$ cat config.mk
export PLATFORM = sky130hd
export DESIGN_NAME = sprite_draw
export DESIGN_NICKNAME = d
export VERILOG_FILES = /design/src/rtl/sprite_pkg.sv /design/src/rtl/sprite_hit_calc.sv /design/src/rtl/sprite_draw.sv
export SDC_FILE = /design/constraint.sdc
export NUM_CORES = 1
export LEC_CHECK = 0
export ABC_AREA = 1
export BUFFER_PORTS_ARGS = -buffer_cell sky130_fd_sc_hd__buf_2
export CORE_MARGIN = 5
export CORE_UTILIZATION = 45
export CTS_BUF_LIST = sky130_fd_sc_hd__clkbuf_2
export DETAILED_ROUTE_END_ITERATION = 8
export PLACE_DENSITY = 0.71
export SLEW_MARGIN = 20
export SYNTH_ARGS = -nofsm -noshare
export SYNTH_HDL_FRONTEND = slang
export SYNTH_SLANG_ARGS = --single-unit
$ cat constraint.sdc
create_clock -name Clk -period 7.6 [get_ports Clk]
set_input_delay 0.38 -clock Clk [delete_from_list [all_inputs] [get_ports Clk]]
set_output_delay 0.38 -clock Clk [all_outputs]
set_load 0.05 [all_outputs]
$ cat src/rtl/sprite_pkg.sv
// Shared constants and types for the sprite pixel pipeline: sprite geometry,
// transparent palette index and the 8-entry RGB palette.
package sprite_pkg;

  localparam int SPR_W_DEF  = 55;
  localparam int SPR_H_DEF  = 41;
  localparam int ADDR_W_DEF = 12;

  localparam logic [2:0] TRANSP_IDX = 3'd7;

  typedef logic [23:0] rgb_t;

  localparam rgb_t PALETTE [8] = '{
    24'h000000, 24'hFFFFFF, 24'h000000, 24'h000000,
    24'hF8D800, 24'hC07000, 24'h000000, 24'h000000
  };

  function automatic rgb_t palette_lookup(input logic [2:0] idx);
    return PALETTE[idx];
  endfunction

endpackage

$ cat src/rtl/sprite_hit_calc.sv
// Combinational sprite hit test and ROM address generation for one pixel,
// relative to the frame-latched sprite position and mirror flag.
module sprite_hit_calc
  import sprite_pkg::*;
#(
  parameter int SPR_W  = SPR_W_DEF,
  parameter int SPR_H  = SPR_H_DEF,
  parameter int ADDR_W = ADDR_W_DEF
) (
  input  logic              pix_valid,
  input  logic              vis,
  input  logic              flip,
  input  logic [9:0]        draw_x,
  input  logic [9:0]        draw_y,
  input  logic [9:0]        pos_x,
  input  logic [9:0]        pos_y,
  output logic              hit,
  output logic [ADDR_W-1:0] addr
);

  logic [10:0] col;
  logic [10:0] row;
  logic [10:0] colx;
  logic        col_in;
  logic        row_in;

  always_comb begin
    // Offsets are taken from the pixel, so a sprite hanging off the right or
    // bottom edge is clipped rather than wrapped to the opposite side.
    col    = {1'b0, draw_x} - {1'b0, pos_x};
    row    = {1'b0, draw_y} - {1'b0, pos_y};
    col_in = !col[10] && (col < 11'(SPR_W));
    row_in = !row[10] && (row < 11'(SPR_H));
    hit    = pix_valid && vis && col_in && row_in;
    colx   = flip ? (11'(SPR_W - 1) - col) : col;
    addr   = ADDR_W'(ADDR_W'(row) * ADDR_W'(SPR_W)) + ADDR_W'(colx);
  end

endmodule

$ cat src/rtl/sprite_draw.sv
// Sprite pixel stage: frame-latched position, hit/address calc, ROM address
// register, hit pipeline and registered transparency + palette output.
module sprite_draw
  import sprite_pkg::*;
#(
  parameter int SPR_W  = SPR_W_DEF,
  parameter int SPR_H  = SPR_H_DEF,
  parameter int ADDR_W = ADDR_W_DEF
) (
  input  logic              Clk,
  input  logic              Reset_n,
  input  logic              frame_start,
  input  logic              pix_valid,
  input  logic [9:0]        DrawX,
  input  logic [9:0]        DrawY,
  input  logic [9:0]        pos_x,
  input  logic [9:0]        pos_y,
  input  logic              flip_h,
  input  logic              visible,
  output logic [ADDR_W-1:0] rom_addr,
  input  logic [2:0]        rom_data,
  output logic              sprite_on,
  output logic [23:0]       rgb
);

  logic [9:0]        pos_x_q, pos_x_d;
  logic [9:0]        pos_y_q, pos_y_d;
  logic              flip_q, flip_d;
  logic              vis_q, vis_d;
  logic [ADDR_W-1:0] rom_addr_q, rom_addr_d;
  logic              hit_d1_q, hit_d1_d;
  logic              hit_d2_q, hit_d2_d;
  logic              sprite_on_q, sprite_on_d;
  rgb_t              rgb_q, rgb_d;

  logic              hit;
  logic [ADDR_W-1:0] addr;

  sprite_hit_calc #(
    .SPR_W  (SPR_W),
    .SPR_H  (SPR_H),
    .ADDR_W (ADDR_W)
  ) u_hit_calc (
    .pix_valid (pix_valid),
    .vis       (vis_q),
    .flip      (flip_q),
    .draw_x    (DrawX),
    .draw_y    (DrawY),
    .pos_x     (pos_x_q),
    .pos_y     (pos_y_q),
    .hit       (hit),
    .addr      (addr)
  );

  always_comb begin
    pos_x_d     = frame_start ? pos_x   : pos_x_q;
    pos_y_d     = frame_start ? pos_y   : pos_y_q;
    flip_d      = frame_start ? flip_h  : flip_q;
    vis_d       = frame_start ? visible : vis_q;
    // Hold the address outside the sprite so the ROM bus stays quiet.
    rom_addr_d  = hit ? addr : rom_addr_q;
    hit_d1_d    = hit;
    hit_d2_d    = hit_d1_q;
    sprite_on_d = hit_d2_q && (rom_data != TRANSP_IDX);
    rgb_d       = sprite_on_d ? palette_lookup(rom_data) : '0;
  end

  always_ff @(posedge Clk or negedge Reset_n) begin
    if (!Reset_n) begin
      pos_x_q     <= '0;
      pos_y_q     <= '0;
      flip_q      <= 1'b0;
      vis_q       <= 1'b0;
      rom_addr_q  <= '0;
      hit_d1_q    <= 1'b0;
      hit_d2_q    <= 1'b0;
      sprite_on_q <= 1'b0;
      rgb_q       <= '0;
    end else begin
      pos_x_q     <= pos_x_d;
      pos_y_q     <= pos_y_d;
      flip_q      <= flip_d;
      vis_q       <= vis_d;
      rom_addr_q  <= rom_addr_d;
      hit_d1_q    <= hit_d1_d;
      hit_d2_q    <= hit_d2_d;
      sprite_on_q <= sprite_on_d;
      rgb_q       <= rgb_d;
    end
  end

  assign rom_addr  = rom_addr_q;
  assign sprite_on = sprite_on_q;
  assign rgb       = rgb_q;

endmodule

After elaboration in Yosys (flattened, before gate mapping) --
Memory sizes are Yosys's and may differ from the RTL's. Cells that the tools add are included.
Word-level totals: memory bits (read-only) 192, word-level logic and storage cells 32, memories 1, bits in registers 61
Memory list:
- (name not given) | depth 8, bits a word 24, read ports 1, clocked after Yosys merged registers in 0, write ports 0, line sprite_pkg.sv:19 | return PALETTE[idx];
Cells by class: eq/ne operators 1, multipliers 1, bitwise gates (word level) 1, multiplexer cells 4, order comparisons 3, add/subtract/negate cells 4, reductions and logical operators 8
Operator list (count):
- $mux W24 | 3
- $lt A11 B6 Y1 const B | 2
- $sub A10 B10 Y11 | 2
- $add A12 B11 Y12 | 1
- $mul A11 B6 Y12 const B | 1
- $mux W11 | 1
- $sub A6 B11 Y11 const A | 1
- $logic_and A1 B1 Y1 | 6
- $ge A4 B4 Y1 const B | 1
- $not A3 Y4 | 1
- $ne A3 B3 Y1 const B | 1
- $logic_not A1 Y1 | 2

Depth between registers and ports, before layout --
Gate-level depths: netlist (run 1).
depth in word-level cells 5, mapped depth 36, mapped depth without buffers 36

By module --
Synthesis (run 1) repeated with hierarchy kept, for this count alone.
Second synthesis, totals: cell total of the unflattened synthesis 643, area total of the unflattened synthesis 4868.4 um2
By module, submodules not included:
- sprite_hit_calc | cells an instance 457, instances 1, area an instance 3017.9 um2
- sprite_draw | cells an instance 186, instances 1, area an instance 1850.5 um2

Worst setup path after synthesis (run 1) --
Ideal clock, no wire load.
path kind input port to flip-flop, start point input port DrawY[4], end point register rom_addr_q[11], in the netlist rom_addr[11], setup slack 2539 ps, stages on the path 27, data arrival time 4943 ps, path buffers 0, library setup time 117 ps, cell sequence ha_1 -> a21oi_1 -> nand3_1 -> a31o_2 -> xor2_1 -> inv_1 -> fa_1 -> inv_1 -> fa_1 -> fa_1 -> inv_1 -> fa_1 -> inv_1 -> ha_1 -> nand2_1 -> nor2_1 -> nand3_1 -> nand3_1 -> inv_1 -> nand2_1 -> nand2_1 -> inv_1 -> nand3_1 -> nand2_1 -> inv_1 -> nand3_1 -> nand2_1
On the way: cells in the longest elaborated chain, start to end 4, elaborated cells on any way between the ends 7, those cells by class add/sub: 2; mul: 1; order compare: 1; reduce/logical: 3
Ends and longest elaborated chain:
- from (decl) | line sprite_draw.sv:15 | input logic [9:0] DrawY,
- $sub A10 B10 Y11 (*) | line sprite_hit_calc.sv:31 | row = {1'b0, draw_y} - {1'b0, pos_y};
- parallel branches: the longest is 3 deep, another holds $mul A11 B6 Y12
- to (signal assigned) | line sprite_draw.sv:84 | rom_addr_q <= rom_addr_d;
- to (decl) | line sprite_draw.sv:30 | logic [ADDR_W-1:0] rom_addr_q, rom_addr_d;
Every way passes the cells marked *. A chain may end at the register's enable or synchronous reset.

Final worst setup path (run 1) --
start point register pos_y_q[2], end point register rom_addr_q[11], in the netlist rom_addr[11]
On the way: cells in the longest elaborated chain, start to end 4, elaborated cells on any way between the ends 7, those cells by class add/sub: 2; mul: 1; order compare: 1; reduce/logical: 3
Ends and longest elaborated chain:
- from (decl) | line sprite_draw.sv:27 | logic [9:0] pos_y_q, pos_y_d;
- from (signal assigned) | line sprite_draw.sv:81 | pos_y_q <= pos_y_d;
- $sub A10 B10 Y11 (*) | line sprite_hit_calc.sv:31
- parallel branches: the longest is 3 deep, another holds $mul A11 B6 Y12
Marked as above.

==> metrics.txt, run 1 <==
WL final=10.1 mm; R2R Setup Slk=2.10 ns; DRT Pass-1 Iters=4; worst slew pin tran=0.920 ns; top-count cell post-synth=nand2_1; worst setup slack after layout=2.10 ns; Synth Cell Area=4800 um^2; HPWL Detailed=8.78 mm; routability congestion estimate=0.865; first-pass GRT wire length=17.9 mm; Setup Viol. Count Final=0; synthesized area per cell=7.32 um^2; Critical Path Max Stage Delay=0.54 ns; H-tree Lvls=2; antenna cells=0; Clock Skew=0.0327 ns; Post-Layout Cell Count=856; Detail Route Antenna Nets=0; Starting Density=46.2%; Final Hold Vio Count=0; vias post-DR=4007; CTS tree=done; layout cells sized above 1=16.8%; number of synthesized flops with an enable pin=0; initial antenna violation count=0; crit path DAT=5.84 ns; Slew headroom=38.7%; Final nets=850; Die ar.=12800 um^2; #FFs+latches synth=41; fin crit period=5.50 ns; Rows=37; Die Y=113 um; CP most frequent cell=inv_1; P&R area growth vs syn=9.78%; clk buf depth=2; CTS sink cnt=41; gr usage total=16.6%; CORE AREA=10400 um^2; Placed Instances=848; Cells after Synth=655; slowest cell on the critical path=fa_1; I/O pin cnt=86; Final Max Slew Viols=0; required time of the critical path=7.94 ns; Worst setup SP type=flip-flop; worst-path maximum fanout=5; Root Driver=clkbuf_2; Residual DRC=0; vias in the first global route=4021; Max Clock Freq=182 MHz; Crit Reg-Reg Startpoint=pos_y_q[2]$_DFFE_PN0P_; pre-CTS WS=2.03 ns; hold crit path type=in -> async; Die X=113 um; via density per instance=4.68; clock-pin slew on the worst setup and hold paths=0.24 ns; CP Capture Type=flip-flop; most used flip-flop cell after synthesis=dfrtp_1; final cycle utilization of the critical path=72.3%; initial DRC count=159; setup TNS=0 ns; clk_lat worst skew=0.44 ns; hold buffer count at CTS=0; CTS resizes=0; Syn Nets=786; FFs w/ async S/R, synth=100%; top cell type's share of synthesized area=21.4%; Synth area leader=dfrtp_1; Distinct cells, synth=34; Port Buffers=85; synth top area cells=dfrtp_1 (21%), ha_1 (14%), nand2_1 (14%); setup repair bufs after CTS=0; CP Class=reg -> reg; largest net degree at the start of global routing=42; max_cap viols=0; Syn. warnings=0; reg2reg end=rom_addr[11]$_DFFE_PN0P_; routed len/inst=11.8 um; Register-to-Register Path Depth=30; top cells by count, synth=nand2_1 (174), inv_1 (141), ha_1 (54); Num CTS Buffers=5; status=finished, final reports clean; unrepaired setup endpoints after global routing=false; GRT Residual Overflow=0; register area share after synthesis=21.4%
==> per-stage QoR <==
stage | utilization, % | hold WS, ns | instance area, um^2
after floorplan | - | 0.0844 | 4800
after global placement | 50.1 | 0.334 | 5200
after detailed placement | 50.1 | 0.340 | 5200
after CTS | 50.8 | 0.0473 | 5270
after global routing | 50.8 | 0.0722 | 5270
final | 50.8 | 0.0376 | 5270
==> layout make-up <==
class	count	area, um^2
clock inverter	3	41.3
multi-input combinational	441	3030
fill	1064	5100
clock buffer	5	25.0
inverter	145	544
tap	136	170
timing repair buffer	85	425
sequential	41	1030
==> kinds of logic (layout without fill, tap and decap cells) <==
logic type / count (synthesis) / after routing / share of synthesized area, %
AO/OA/AOI/OAI: 54 / 54 / 6.05
flip-flops: 41 / 41 / 21.4
multiplexers: 3 / 3 / 0.704
AND/OR/NAND/NOR: 276 / 276 / 25.6
adder cells (fa/ha/maj): 82 / 82 / 25.8
buffers and inverters: 173 / 238 / 15.4
XOR/XNOR: 26 / 26 / 5.14
==> registers in the layout, indices dropped and copies added, names as in the netlist <==
signal / count
pos_y_q: 10
hit_d1_q: 1
hit_d2_q: 1
sprite_on: 1
rom_addr: 12
pos_x_q: 10
vis_q: 1
rgb: 4
flip_q: 1
==> how the worst max path moves through the flow <==
| stage | end | cells after the start | start | slack [ns] |
|---|---|---|---|---|
| 6_report | rom_addr[11]$_DFFE_PN0P_ | 30 | pos_y_q[2]$_DFFE_PN0P_ | 2.10 |
| 5_1_grt | rom_addr[11]$_DFFE_PN0P_ | 30 | pos_y_q[1]$_DFFE_PN0P_ | 1.75 |
| 4_1_cts | rom_addr[11]$_DFFE_PN0P_ | 30 | pos_y_q[2]$_DFFE_PN0P_ | 2.09 |
| 3_5_place_dp | rom_addr[11]$_DFFE_PN0P_ | 30 | DrawY[4] | 2.03 |
| 3_3_place_gp | rom_addr[11]$_DFFE_PN0P_ | 31 | DrawY[0] | 2.23 |
| 2_1_floorplan | rom_addr[11]$_DFFE_PN0P_ | 27 | DrawY[4] | 2.54 |
==> placed cells by master, fill, tap and decap left out, types with 5 or more instances in the layout <==
cell      instances
nor2_1           26
dfrtp_1          41
nand2_1         174
a21oi_1          19
nand2_2          12
buf_2            85
xnor2_1           8
o21ai_0          27
clkbuf_2          5
fa_1             28
nand3_1          43
ha_1             54
xor2_1           17
inv_1           141
nand3b_1          5
nand4_1           7
==> layer usage <==
layer / part of all wire [%] / wire length (um) / vias up / GRT usage (%)
met2: 47 / 4750 / 99 / 28.4
met4: 0.81 / 82 / 0 / 3.13
met3: 6.3 / 634 / 7 / 2.73
met5: 0 / 0 / - / 0
met1: 46 / 4670 / 1785 / 22.5
li1: - / - / 2116 / -
==> worst max-delay path: cells and delay by family, from the launching register on <==
kind / cells / cell delay (ns)
compound gates: 1 / 0.16
xor+xnor: 1 / 0.34
fa+ha+maj: 6 / 2.75
buf+inv: 8 / 0.48
flops: 1 / 0.38
simple gates: 14 / 1.28
Power of run 1 is left out: the tool's default activity adds up to more than one toggle a clock period on the data nets, which glitch-free logic cannot reach.
==> run 2: changes to the inputs <==
--- a/config.mk
+++ b/config.mk
@@ -11,7 +11,7 @@
 export CORE_UTILIZATION = 45
 export CTS_BUF_LIST = sky130_fd_sc_hd__clkbuf_2
 export DETAILED_ROUTE_END_ITERATION = 8
-export PLACE_DENSITY = 0.71
+export PLACE_DENSITY = 0.73
 export SLEW_MARGIN = 20
 export SYNTH_ARGS = -nofsm -noshare
 export SYNTH_HDL_FRONTEND = slang
==> constraint.sdc (replaced) <==
create_clock -name Clk -period 4.5 [get_ports Clk]
set_input_delay 0.225 -clock Clk [delete_from_list [all_inputs] [get_ports Clk]]
set_output_delay 0.225 -clock Clk [all_outputs]
set_load 0.05 [all_outputs]
==> metrics.txt, run 2 (synthesized netlist as in run 1, its figures left out) <==
Die X=113 um; commonest non-fill, non-tap cell in the layout=nand2_1; fin crit period=4.89 ns; CTS tree=done; Residual DRC=0; clk buf depth=2; Critical Path Max Stage Delay=0.49 ns; failing checks=setup timing; routed len/inst=12.9 um; routability congestion estimate=0.878; Crit path max-delay family=adder cells; max reg flops=12; Num CTS Buffers=5; CP Class=reg -> reg; CP Capture Type=flip-flop; Die ar.=12800 um^2; Die Y=113 um; Rows=37; CTS sink cnt=41; pre-CTS WS=-0.395 ns; H-tree Lvls=2; layout cells sized above 1=35.5%; Hold Crit Start=pos_y[8]; I/O pin cnt=86; DRT Pass-1 Iters=5; worst-path maximum fanout=4; Buf+Inv Stages, Crit Path=8; Starting Density=46.2%; initial antenna violation count=0; Final Max Slew Viols=0; HPWL Detailed=9.32 mm; CORE AREA=10400 um^2; CP most frequent cell=inv_1; Final Hold Vio Count=0; unrepaired setup endpoints after global routing=true; status=complete, but fails checks; antenna cells=0; Placement Cell Area=5800 um^2; Final nets=946; crit path DAT=5.29 ns; Port Buffers=85; Clock Skew=0.0173 ns; worst setup slack after layout=-0.390 ns; final cycle utilization of the critical path=109%; Root Driver=clkbuf_2; Max Clock Freq=205 MHz; largest net degree at the start of global routing=42; Crit Reg-Reg Startpoint=pos_y_q[4]$_DFFE_PN0P_; clock-pin slew on the worst setup and hold paths=0.24 ns; gr usage total=19.0%; required time of the critical path=4.90 ns; vias in the first global route=4615; Post-Layout Inst Area=6550 um^2; Worst setup SP type=flip-flop; P&R area growth vs syn=36.6%; first-pass GRT wire length=20.4 mm; hold_ws=0.0304 ns; Setup Viol. Count Final=5; Slew headroom=38.3%; Worst Setup SP=pos_y_q[4]$_DFFE_PN0P_; initial DRC count=242; GRT Residual Overflow=0; slowest cell on the critical path=fa_1; # fillers=891; hold crit path type=in -> reg; worst slew pin tran=0.926 ns; max_cap viols=0; commonest cells after routing, fill and taps aside=nand2_1 (142), inv_1 (118), buf_2 (85); via density per instance=4.77; vias post-DR=4538; clk_lat worst skew=0.43 ns; WL final=12.3 mm; Detail Route Antenna Nets=0
run 2: per-layer routing:
layer  vias up  GRT usage (%)  part of all wire (%)
li1       2308              -                     -
met1      2068           24.2                    42
met2       146           34.3                    51
met3        16           2.73                   5.6
met4         0           3.85                   1.4
met5         -              0                     0
run 2: final timing paths:
path | to | slack [ns] | cells past startpoint
max | rom_addr[11]$_DFFE_PN0P_ | -0.39 | 30
min | pos_y_q[8]$_DFFE_PN0P_ | 0.03 | 3
max reg2reg | rom_addr[11]$_DFFE_PN0P_ | -0.39 | 30
min reg2reg | hit_d2_q$_DFF_PN0_ | 0.38 | 0
max in group asynchronous | pos_y_q[8]$_DFFE_PN0P_ | 3.48 | 2
min in group asynchronous | rom_addr[4]$_DFFE_PN0P_ | 0.42 | 2
run 2: area by class of cell:
cell class | instances | area (um^2) | area share, %
multi-input combinational | 441 | 3510 | 53.6
timing repair buffer | 181 | 1250 | 19.1
sequential | 41 | 1030 | 15.7
inverter | 145 | 547 | 8.34
tap | 136 | 170 | 2.60
clock buffer | 5 | 25.0 | 0.382
clock inverter | 3 | 22.5 | 0.344
run 2: worst min-delay path, stage by stage:
cell	delay, ns
buf_2	0.09
nand2_1	0.05
o21ai_0	0.06
run 2: what timing repair did:
| action | 4_1_cts | 5_1_grt |
|---|---|---|
| pin swaps | 47 | 36 |
| endpoints found under the setup margin | 6 | 7 |
| gates resized for setup | 51 | 34 |
| hold endpoints to repair | 64 | 1 |
| gates cloned | 0 | 0 |
| setup buffers | 14 | 7 |
| hold buffers | 25 | 1 |
run 2: per-stage QoR:
stage               utilization [%]  setup TNS [ns]  cells
floorplan                         -          -0.135    655
global placement               55.9          -0.713    900
detailed placement             55.9           -1.29    900
CTS                            61.7          -0.842    945
global route                   63.2           -2.32    952
finish                         63.2          -0.958    952
Power of run 2 is left out for the same reason.
==> run 3: changes to the inputs <==
--- a/config.mk
+++ b/config.mk
@@ -12,6 +12,7 @@
 export CTS_BUF_LIST = sky130_fd_sc_hd__clkbuf_2
 export DETAILED_ROUTE_END_ITERATION = 8
 export PLACE_DENSITY = 0.73
+export SETUP_SLACK_MARGIN = 0.15
 export SLEW_MARGIN = 20
 export SYNTH_ARGS = -nofsm -noshare
 export SYNTH_HDL_FRONTEND = slang
==> metrics.txt, run 3 (synthesized netlist as in run 1, its figures left out) <==
hold crit path type=in -> reg; I/O pin cnt=86; Starting Density=46.2%; clk buf depth=2; Detail Route Antenna Nets=0; max_cap viols=0; Placement Cell Area=5750 um^2; commonest cells after routing, fill and taps aside=nand2_1 (144), inv_1 (119), buf_2 (85); Post-Layout Inst Area=6630 um^2; Clock Skew=0.0157 ns; Die X=113 um; fin crit period=4.92 ns; worst setup slack after layout=-0.423 ns; fin util=63.9%; CP most frequent cell=nand2_1; Die ar.=12800 um^2; Slew headroom=37.1%; via density per instance=4.95; max reg flops=12; unrepaired setup endpoints after global routing=true; Setup Viol. Count Final=13; Final Max Slew Viols=0; failing checks=setup timing; initial antenna violation count=0; routability congestion estimate=0.861; crit path DAT=5.24 ns; worst-path maximum fanout=3; reg2reg end=rom_addr[11]$_DFFE_PN0P_; slowest cell on the critical path=fa_1; layout cells sized above 1=37.1%; Worst Setup SP=pos_y_q[0]$_DFFE_PN0P_; DRT Pass-1 Iters=5; Root Driver=clkbuf_2; largest net degree at the start of global routing=42; required time of the critical path=4.82 ns; CTS tree=done; clk_lat worst skew=0.41 ns; CP Capture Type=flip-flop; CP Class=reg -> reg; routed len/inst=13.9 um; Hold Path Depth=3; setup TNS=-4.05 ns; commonest non-fill, non-tap cell in the layout=nand2_1; antenna cells=0; Critical Path Max Stage Delay=0.51 ns; initial DRC count=290; Max Clock Freq=203 MHz; final cycle utilization of the critical path=109%; clock-pin slew on the worst setup and hold paths=0.22 ns; HPWL Detailed=9.24 mm; Register-to-Register Path Depth=29; CORE AREA=10400 um^2; R2R Setup Slk=-0.42 ns; Residual DRC=0; Rows=37; # fillers=855; P&R area growth vs syn=38.3%; first-pass GRT wire length=20.5 mm; vias post-DR=4698; H-tree Lvls=2; Die Y=113 um; WL final=13.2 mm; Final nets=943; pre-CTS WS=-0.356 ns; Critical Path End=rom_addr[11]$_DFFE_PN0P_; gr usage total=19.2%; status=complete, but fails checks; Num CTS Buffers=5; GRT Residual Overflow=0; Final Hold Vio Count=0; vias in the first global route=4575; Crit Reg-Reg Startpoint=pos_y_q[0]$_DFFE_PN0P_; Port Buffers=85; CTS sink cnt=41; worst slew pin tran=0.943 ns; Worst setup SP type=flip-flop
## run 3: layer usage
metal  GRT usage (%)  part of all wire [%]  vias to the layer above  wire length [um]
li1                -                     -                     2301                 -
met1            24.2                    40                     2171              5310
met2            34.0                    50                      178              6670
met3            2.83                   5.9                       48               775
met4            5.45                   3.6                        0               472
met5               0                     0                        -                 0
## run 3: worst max-delay path, delay by kind of cell, from the launching register on
kind	cells	cell delay [ns]
flip-flops	1	0.40
buffers and inverters	7	0.36
adder cells (fa/ha/maj)	7	2.85
AND/OR/NAND/NOR	15	1.23
## run 3: worst min path at each step
stage,startpoint,end,slack [ns]
2_1_floorplan,Reset_n,flip_q$_DFFE_PN0P_,-0.07
3_3_place_gp,hit_d1_q$_DFF_PN0_,hit_d2_q$_DFF_PN0_,0.33
3_5_place_dp,hit_d1_q$_DFF_PN0_,hit_d2_q$_DFF_PN0_,0.34
4_1_cts,pos_x[4],pos_x_q[4]$_DFFE_PN0P_,0.003
5_1_grt,pos_y[1],pos_y_q[1]$_DFFE_PN0P_,0.007
6_report,pos_x[2],pos_x_q[2]$_DFFE_PN0P_,0.01
## run 3: cell type report
class	instances	area, um^2	area share, %
well taps	136	170	2.57
flip-flops and latches	41	1030	15.5
inverters	145	549	8.28
clock buffers	6	30.0	0.453
multi-input cells	441	3530	53.2
clock inverters	2	38.8	0.585
repair buffers	178	1290	19.4
## run 3: stage by stage
stage / hold slack (ns) / cells
5_1_grt: 0.00701 / 949
2_1_floorplan: -0.0706 / 655
3_5_place_dp: 0.345 / 892
3_3_place_gp: 0.333 / 892
4_1_cts: 0.00252 / 937
6_report: 0.0146 / 949
## run 3: repair_timing
item / in CTS / in global routing
gates resized for setup: 45 / 56
hold buffers: 5 / 5
setup buffers: 32 / 6
gates cloned: 0 / 1
endpoints found under the setup margin: 6 / 13
hold endpoints to repair: 45 / 5
pin swaps: 48 / 30
Power of run 3 is left out for the same reason.
